[config.mk]
export PLATFORM = sky130hd
export DESIGN_NAME = regfile_scoreboard
export DESIGN_NICKNAME = d
export VERILOG_FILES = /design/src/rtl/regfile_pkg.sv /design/src/rtl/regfile_pend_ctr.sv /design/src/rtl/regfile_scoreboard.sv
export SDC_FILE = /design/constraint.sdc
export NUM_CORES = 2
export LEC_CHECK = 0
export ABC_CLOCK_PERIOD_IN_PS = 6000
export CORE_MARGIN = 5
export CORE_UTILIZATION = 60
export CTS_BUF_LIST = sky130_fd_sc_hd__clkbuf_8
export DETAILED_ROUTE_END_ITERATION = 10
export PLACE_DENSITY_LB_ADDON = 0.05
export SETUP_SLACK_MARGIN = 0.1
export SYNTH_ARGS = -nofsm -noshare
export SYNTH_HDL_FRONTEND = slang
export SYNTH_SLANG_ARGS = --single-unit
export TNS_END_PERCENT = 1
[constraint.sdc]
create_clock -name clk -period 6 [get_ports clk]
set_clock_uncertainty 0.15 [all_clocks]
set_input_delay 1.8 -clock clk [delete_from_list [all_inputs] [get_ports clk]]
set_output_delay 1.8 -clock clk [all_outputs]
set_load 0.05 [all_outputs]
[src/rtl/regfile_pkg.sv]
// Shared definitions for the decode-stage register file and its scoreboard.
// Default widths, architectural register names and the register index type.
package regfile_pkg;

  localparam int DEF_ADDRESS_WIDTH = 5;
  localparam int DEF_DATA_WIDTH    = 32;
  localparam int DEF_NUM_RD        = 2;
  localparam int DEF_CNT_WIDTH     = 2;

  localparam int REG_ZERO = 0;
  localparam int REG_A0   = 10;

  typedef logic [DEF_ADDRESS_WIDTH-1:0] reg_idx_t;

endpackage

[src/rtl/regfile_pend_ctr.sv]
// Pending-write counter for one register: counts issued, unwritten results.
// Ports: clk, rst_n, inc, dec, clr in; cnt, is_max, is_one, is_zero out.
module regfile_pend_ctr #(
  parameter int CNT_WIDTH = 2
) (
  input  logic                 clk,
  input  logic                 rst_n,
  input  logic                 inc,
  input  logic                 dec,
  input  logic                 clr,
  output logic [CNT_WIDTH-1:0] cnt,
  output logic                 is_max,
  output logic                 is_one,
  output logic                 is_zero
);

  assign is_max  = (cnt == '1);
  assign is_one  = (cnt == CNT_WIDTH'(1));
  assign is_zero = (cnt == '0);

  // Guards on the edges keep the count from wrapping even if a caller
  // ignores is_max / is_zero.
  always_ff @(posedge clk) begin
    if (!rst_n) begin
      cnt <= '0;
    end else if (clr) begin
      cnt <= '0;
    end else if (inc && !dec && !is_max) begin
      cnt <= cnt + CNT_WIDTH'(1);
    end else if (dec && !inc && !is_zero) begin
      cnt <= cnt - CNT_WIDTH'(1);
    end
  end

endmodule

[src/rtl/regfile_scoreboard.sv]
// Decode register file: NUM_RD comb read ports with write bypass, x0 = 0,
// per-register pending-write scoreboard. Ports: rd_addr/rd_data/rd_busy,
// wr_en/wr_addr/wr_data, iss_en/iss_addr/iss_ready, flush, tap_data.
module regfile_scoreboard
  import regfile_pkg::*;
#(
  parameter int ADDRESS_WIDTH = DEF_ADDRESS_WIDTH,
  parameter int DATA_WIDTH    = DEF_DATA_WIDTH,
  parameter int NUM_RD        = DEF_NUM_RD,
  parameter int CNT_WIDTH     = DEF_CNT_WIDTH,
  parameter int TAP_REG       = REG_A0
) (
  input  logic                            clk,
  input  logic                            rst_n,
  input  logic [NUM_RD*ADDRESS_WIDTH-1:0] rd_addr,
  output logic [NUM_RD*DATA_WIDTH-1:0]    rd_data,
  output logic [NUM_RD-1:0]               rd_busy,
  input  logic                            wr_en,
  input  logic [ADDRESS_WIDTH-1:0]        wr_addr,
  input  logic [DATA_WIDTH-1:0]           wr_data,
  input  logic                            iss_en,
  input  logic [ADDRESS_WIDTH-1:0]        iss_addr,
  output logic                            iss_ready,
  input  logic                            flush,
  output logic [DATA_WIDTH-1:0]           tap_data
);

  localparam int NREG = 2 ** ADDRESS_WIDTH;
  localparam logic [ADDRESS_WIDTH-1:0] TAP_IDX =
    ADDRESS_WIDTH'(TAP_REG);

  logic [DATA_WIDTH-1:0] regs [NREG];
  logic [CNT_WIDTH-1:0]  pend [NREG];
  logic [NREG-1:0]       is_max;
  logic [NREG-1:0]       is_one;
  logic [NREG-1:0]       is_zero;

  // Storage. x0 is never written so it reads back zero.
  always_ff @(posedge clk) begin
    if (!rst_n) begin
      for (int r = 0; r < NREG; r++) begin
        regs[r] <= '0;
      end
    end else if (wr_en && (wr_addr != '0)) begin
      regs[wr_addr] <= wr_data;
    end
  end

  // A write to a full register frees a slot in the same cycle, so the
  // issue can be taken while the count simply holds.
  assign iss_ready = (iss_addr == '0)
                  || !is_max[iss_addr]
                  || (wr_en && (wr_addr == iss_addr));

  assign pend[0]    = '0;
  assign is_max[0]  = 1'b0;
  assign is_one[0]  = 1'b0;
  assign is_zero[0] = 1'b1;

  for (genvar r = 1; r < NREG; r++) begin : g_pend
    logic inc;
    logic dec;

    assign inc = iss_en && iss_ready
              && (iss_addr == ADDRESS_WIDTH'(r));
    assign dec = wr_en && (wr_addr == ADDRESS_WIDTH'(r))
              && (pend[r] != '0);

    regfile_pend_ctr #(
      .CNT_WIDTH (CNT_WIDTH)
    ) u_ctr (
      .clk     (clk),
      .rst_n   (rst_n),
      .inc     (inc),
      .dec     (dec),
      .clr     (flush),
      .cnt     (pend[r]),
      .is_max  (is_max[r]),
      .is_one  (is_one[r]),
      .is_zero (is_zero[r])
    );
  end

  for (genvar i = 0; i < NUM_RD; i++) begin : g_rd
    logic [ADDRESS_WIDTH-1:0] a;
    logic                     hit;

    assign a   = rd_addr[i*ADDRESS_WIDTH +: ADDRESS_WIDTH];
    assign hit = wr_en && (wr_addr == a);

    assign rd_data[i*DATA_WIDTH +: DATA_WIDTH] =
      (a == '0) ? '0      :
      hit       ? wr_data :
                  regs[a];

    // The final outstanding write landing now is covered by bypass.
    assign rd_busy[i] = (a != '0) && !is_zero[a]
                     && !(is_one[a] && hit);
  end

  assign tap_data =
    (TAP_IDX == '0)                   ? '0      :
    (wr_en && (wr_addr == TAP_IDX))   ? wr_data :
                                        regs[TAP_IDX];

endmodule

## Yosys cells after proc, flatten, opt, wreduce, memory -nomap -nowiden

Memory sizes are Yosys's and may differ from the RTL's.
Cells that the tools add are included.

- $add $sub $neg: 62
- $lt $le $gt $ge: 3
- Equality and inequality tests: 127
- Mux-type cells: 84
- Bitwise logic cells: 1
- Reduce and logical (&&, ||, !) cells: 460

Operators by type and width:

| operator | number |
|---|---|
| $logic_and A1 B1 Y1 | 228 |
| $mux W32 | 6 |
| $eq A5 B5 Y1 const B | 32 |
| $logic_not A1 Y1 | 129 |
| $mux W2 | 62 |
| $reduce_bool A2 Y1 | 62 |
| $eq A5 B4 Y1 const B | 16 |
| $add A2 B1 Y2 const B | 31 |
| $eq A2 B1 Y1 const B | 31 |
| $eq A2 B2 Y1 const B | 31 |
| $logic_not A2 Y1 | 31 |
| $sub A2 B1 Y2 const B | 31 |
| $eq A5 B3 Y1 const B | 8 |
| $reduce_or A32 Y1 | 1 |
| $bmux W1 S5 | 5 |
| $eq A5 B2 Y1 const B | 4 |
| $lt A5 B6 Y1 const B | 3 |
| $eq A5 B5 Y1 | 3 |
| $logic_not A5 Y1 | 3 |
| $reduce_bool A5 Y1 | 3 |
| $eq A5 B1 Y1 const B | 2 |
| $mux W1 | 10 |
| $mux W5 | 1 |
| $logic_or A1 B1 Y1 | 2 |
| other kinds (2) | 2 |

- Register bits: 62
- Memory bits (writable): 1024
- Input bits: 57
- Logic and storage cells: 769
- Memories kept: 1

Memory list:

| name | depth | width | read ports | clocked after memory_dff | write ports | line | text |
|---|---|---|---|---|---|---|---|
| regs | 32 | 32 | 3 | 0 | 32 | regfile_scoreboard.sv:32 | `logic [DATA_WIDTH-1:0] regs [NREG];` |

## Longest topological paths before layout

- Word-level depth: 13
- Depth in mapped cells: 10
- Depth with buffers taken out: 9

## Modules after synthesis

A second synthesis with hierarchy kept.

- Cell total of the unflattened synthesis: 4884
- Area total of the unflattened synthesis: 63584.7 sq um

By module, submodules not included:

| module | instances | cells an instance | area an instance (sq um) | sequential area each (sq um) |
|---|---|---|---|---|
| regfile_scoreboard | 1 | 4295 | 58115.7 | 30749.5 |
| regfile_pend_ctr | 31 | 19 | 176.4 | 40.0 |

## Least setup slack after synthesis

Ideal clock, no wire load.

- Kind: input -> output
- From: input port rd_addr[6]
- To: output port rd_data[45]
- Arrival: 4.519 ns
- Required time: 4.050 ns
- Path slack: -0.469 ns
- Cell stages on the path: 7
- Path through: buf_2 buf_2 buf_1 mux4_2 mux2i_1 mux4_2 a211oi_1

- Cells in the longest elaborated chain, start to end: 4
- Elaborated cells on any way between the ends: 6
- Those cells by class: eq/ne (1); mux (2); reduce/logical (2); memory (1)

Ends and longest elaborated chain:

| element | line | text |
|---|---|---|
| start: declaration | regfile_scoreboard.sv:15 | `input logic [NUM_RD*ADDRESS_WIDTH-1:0] rd_addr,` |
| branches (longest 3 deep; another with $mem_v2 Z32 W32) | -- |  |
| $mux W32 * | regfile_scoreboard.sv:92 | `(a == '0) ? '0 :` |
| end: declaration | regfile_scoreboard.sv:16 | `output logic [NUM_RD*DATA_WIDTH-1:0] rd_data,` |

Every way passes the cells marked *.

## Worst setup path after layout

- From: input port rd_addr[0]
- To: output port rd_data[4]

Same word-level chain as after synthesis.

==> flow_summary.json <==
{
  "drv_slew": 0,
  "gp_congestion": 0.955,
  "clock_path_buffers": 3,
  "fmax_ghz": 0.165,
  "syn2layout_area_growth_pct": 19.3,
  "critPathRequiredTime_ns": 4.05,
  "ys_async_sr_fraction": 0,
  "dp_hpwl_um": 132000,
  "critPathArrivalTime_ns": 4.10,
  "netlist_area_um2": 62400,
  "ys_warn_count": 0,
  "synth_compound_area_frac": 0.0373,
  "die_y_um": 332,
  "vias": 43200,
  "first_pass_iters": 6,
  "leakage_uw": 0.0266,
  "path_cells": "buf_16 > buf_16 > buf_16 > buf_12 > mux4_2 > mux4_2 > mux2i_2 > a211oi_2 > buf_6",
  "period_share": 1.01,
  "syn_area_per_cell_um2": 14.5,
  "synth_top_family_by_area": "multiplexers",
  "synthCells": 4315,
  "post-route-min-period_ns": 6.05,
  "crit_path_frequent_cell": "buf_16",
  "drv_cap": 0,
  "hold_viol": 0,
  "die_x_um": 332,
  "core_area_um2": 103000,
  "synth_top_area_cell": "edfxtp_1",
  "fin_nets": 4895,
  "clock_latency_ns": 0.89,
  "synth_commonest_cells": "edfxtp_1, and2_1, mux4_2, clkbuf_1, nor2_1",
  "grt_pass1_wl_um": 305000,
  "worstMarginPinSlew_ns": 0.922,
  "drt-total-wl_um": 214000,
  "yosysMostFrequentCell": "edfxtp_1",
  "outcome": "finished, violations left",
  "critical_path.max_stage_delay_ns": 0.56,
  "synth_area_leaders": "edfxtp_1, mux4_2, and2_1, mux2i_1, dfxtp_1",
  "tritoncts": "built",
  "synth_edf_count": 1024,
  "p_total_uw": 18800,
  "post_drt_wl_per_cell_um": 34.1,
  "io_buffers": 155,
  "cts_inserted_buffers": 184,
  "pre_cts_ws_ns": -0.232,
  "ir_drop_uv": 223,
  "grt_overflow": 0,
  "maxSlewHeadroom": 0.384,
  "cts-root-buf": "clkbuf_8",
  "met1_usage": 0.490,
  "antenna_found_initial": 5,
  "top_usage_layer": "met2",
  "violations": "setup timing",
  "final.setup.worst_slack_ns": -0.0512,
  "initial_core_util": 0.604,
  "endpoint_kind": "output pin",
  "ys.flop_type": "edfxtp_1",
  "setup_viol": 13,
  "use_met3": 0.0838,
  "synth.area.mux_share": 0.262,
  "drt_iter0_drc": 5964,
  "cts_max_level": 4,
  "drtAntennaViolNets": 0,
  "grt_setup_unrepaired": "true",
  "synth_xor_area_frac": 0.00239,
  "drive_gt1_frac": 0.348,
  "yosysSeqAreaShare": 0.513,
  "synth_top_area_frac": 0.493,
  "fin_util": 0.720,
  "die_area_um2": 111000,
  "clk_pin_slew_ns": 0.06,
  "routed_via_density": 6.90,
  "pin_count": 156,
  "powerDensity_nw_per_um2": 253,
  "startpoint_type": "input port",
  "grt.total_usage": 0.384,
  "hold_class": "flip-flop to flip-flop",
  "route.detailed.drc": 0,
  "ys_ff_latch": 1086,
  "synth-adder-area-share": 0.0186,
  "slowest_stage": "mux4_2",
  "grtUsageMet2": 0.605,
  "num_rows": 118,
  "synthSimpleGateAreaFrac": 0.133,
  "grt_pass1_vias": 43500,
  "worstPathMaxFanout": 8,
  "cts.sinks": 1086,
  "grt_max_degree": 39,
  "critPathKind": "input port to output pin",
  "yosysUniqueCellTypes": 63
}
==> metrics by stage <==
step                std cells  hold WS (ns)  area (um^2)  TNS (ns)
floorplan                4346         0.319        62800     -2.47
global placement         5904         0.332        69900     -1.59
detailed placement       5904         0.345        69900     -1.49
CTS                      6243         0.353        74000   -0.0255
global route             6264         0.371        74400    -0.888
finish                   6266         0.353        74400    -0.286
==> cells in the final DEF, fill, tap and decap left out, types with 32 or more instances in the layout <==
cell type        count
and2_1             996
edfxtp_1          1024
nor3_1              34
clkdlybuf4s50_1     41
a211oi_1            49
mux4_2             639
dfxtp_1             62
conb_1              32
a21oi_1             47
clkinv_1            40
clkbuf_8           189
ha_1                93
mux2_2              38
mux2i_1            141
a211oi_2            57
inv_1              132
nand2_1             92
buf_4              399
buf_6               36
nor2b_1             32
buf_12             141
nor2_1             127
==> critical path: cells and delay by family <==
family | cells | cell delay, ns
AO/OA/AOI/OAI | 1 | 0.13
multiplexers | 3 | 1.25
buffers and inverters | 5 | 0.89
==> per-layer routing <==
| layer | part of all wire | vias up | wire [um] |
|---|---|---|---|
| li1 | - | 17400 | - |
| met1 | 0.34 | 21900 | 72900 |
| met2 | 0.47 | 3166 | 99800 |
| met3 | 0.11 | 741 | 24500 |
| met4 | 0.077 | 2 | 16600 |
| met5 | 0.000047 | - | 10 |
==> what timing repair did <==
action	4_1_cts	5_1_grt
setup buffers	12	15
pin swaps	19	17
gates cloned	5	3
endpoints found under the setup margin	65	67
hold buffers	0	0
gates resized for setup	92	39
==> sequential cells by signal, summed over array words and instances (netlist names) <==
register,flops
regs,1024
g_pend.u_ctr.cnt,62
==> where the power goes <==
group	switching, uW	internal [uW]	total, uW
sequential	214	8690	8900
clock	3150	3270	6420
combinational	1900	1600	3510
==> path summary, 6_finish.rpt <==
check        cells past startpoint               startpoint  slack [ns]                       to
max reg2reg                     10  g_pend[19].u_ctr.cnt[0]        2.90  g_pend[26].u_ctr.cnt[1]
min reg2reg                      2  g_pend[24].u_ctr.cnt[0]        0.35  g_pend[24].u_ctr.cnt[0]
min                              2  g_pend[24].u_ctr.cnt[0]        0.35  g_pend[24].u_ctr.cnt[0]
max                              9               rd_addr[0]       -0.05               rd_data[4]
==> cells by family after synthesis <==
| kind of cell | Yosys count |
|---|---|
| simple gates | 1438 |
| compound gates | 335 |
| xor+xnor | 17 |
| buf+inv | 514 |
| mux | 831 |
| other cells | 1 |
| flops | 1086 |
| fa+ha+maj | 93 |
==> layout make-up <==
cell class | instances | area, um^2
clock buffers | 189 | 2600
fillers | 6705 | 28900
well taps | 1380 | 1730
diodes | 5 | 12.5
repair buffers | 651 | 7350
clock inverters | 133 | 807
flip-flops and latches | 1086 | 32000
inverters | 76 | 285
multi-input cells | 2746 | 29600
(Power assumes the default switching activity.)
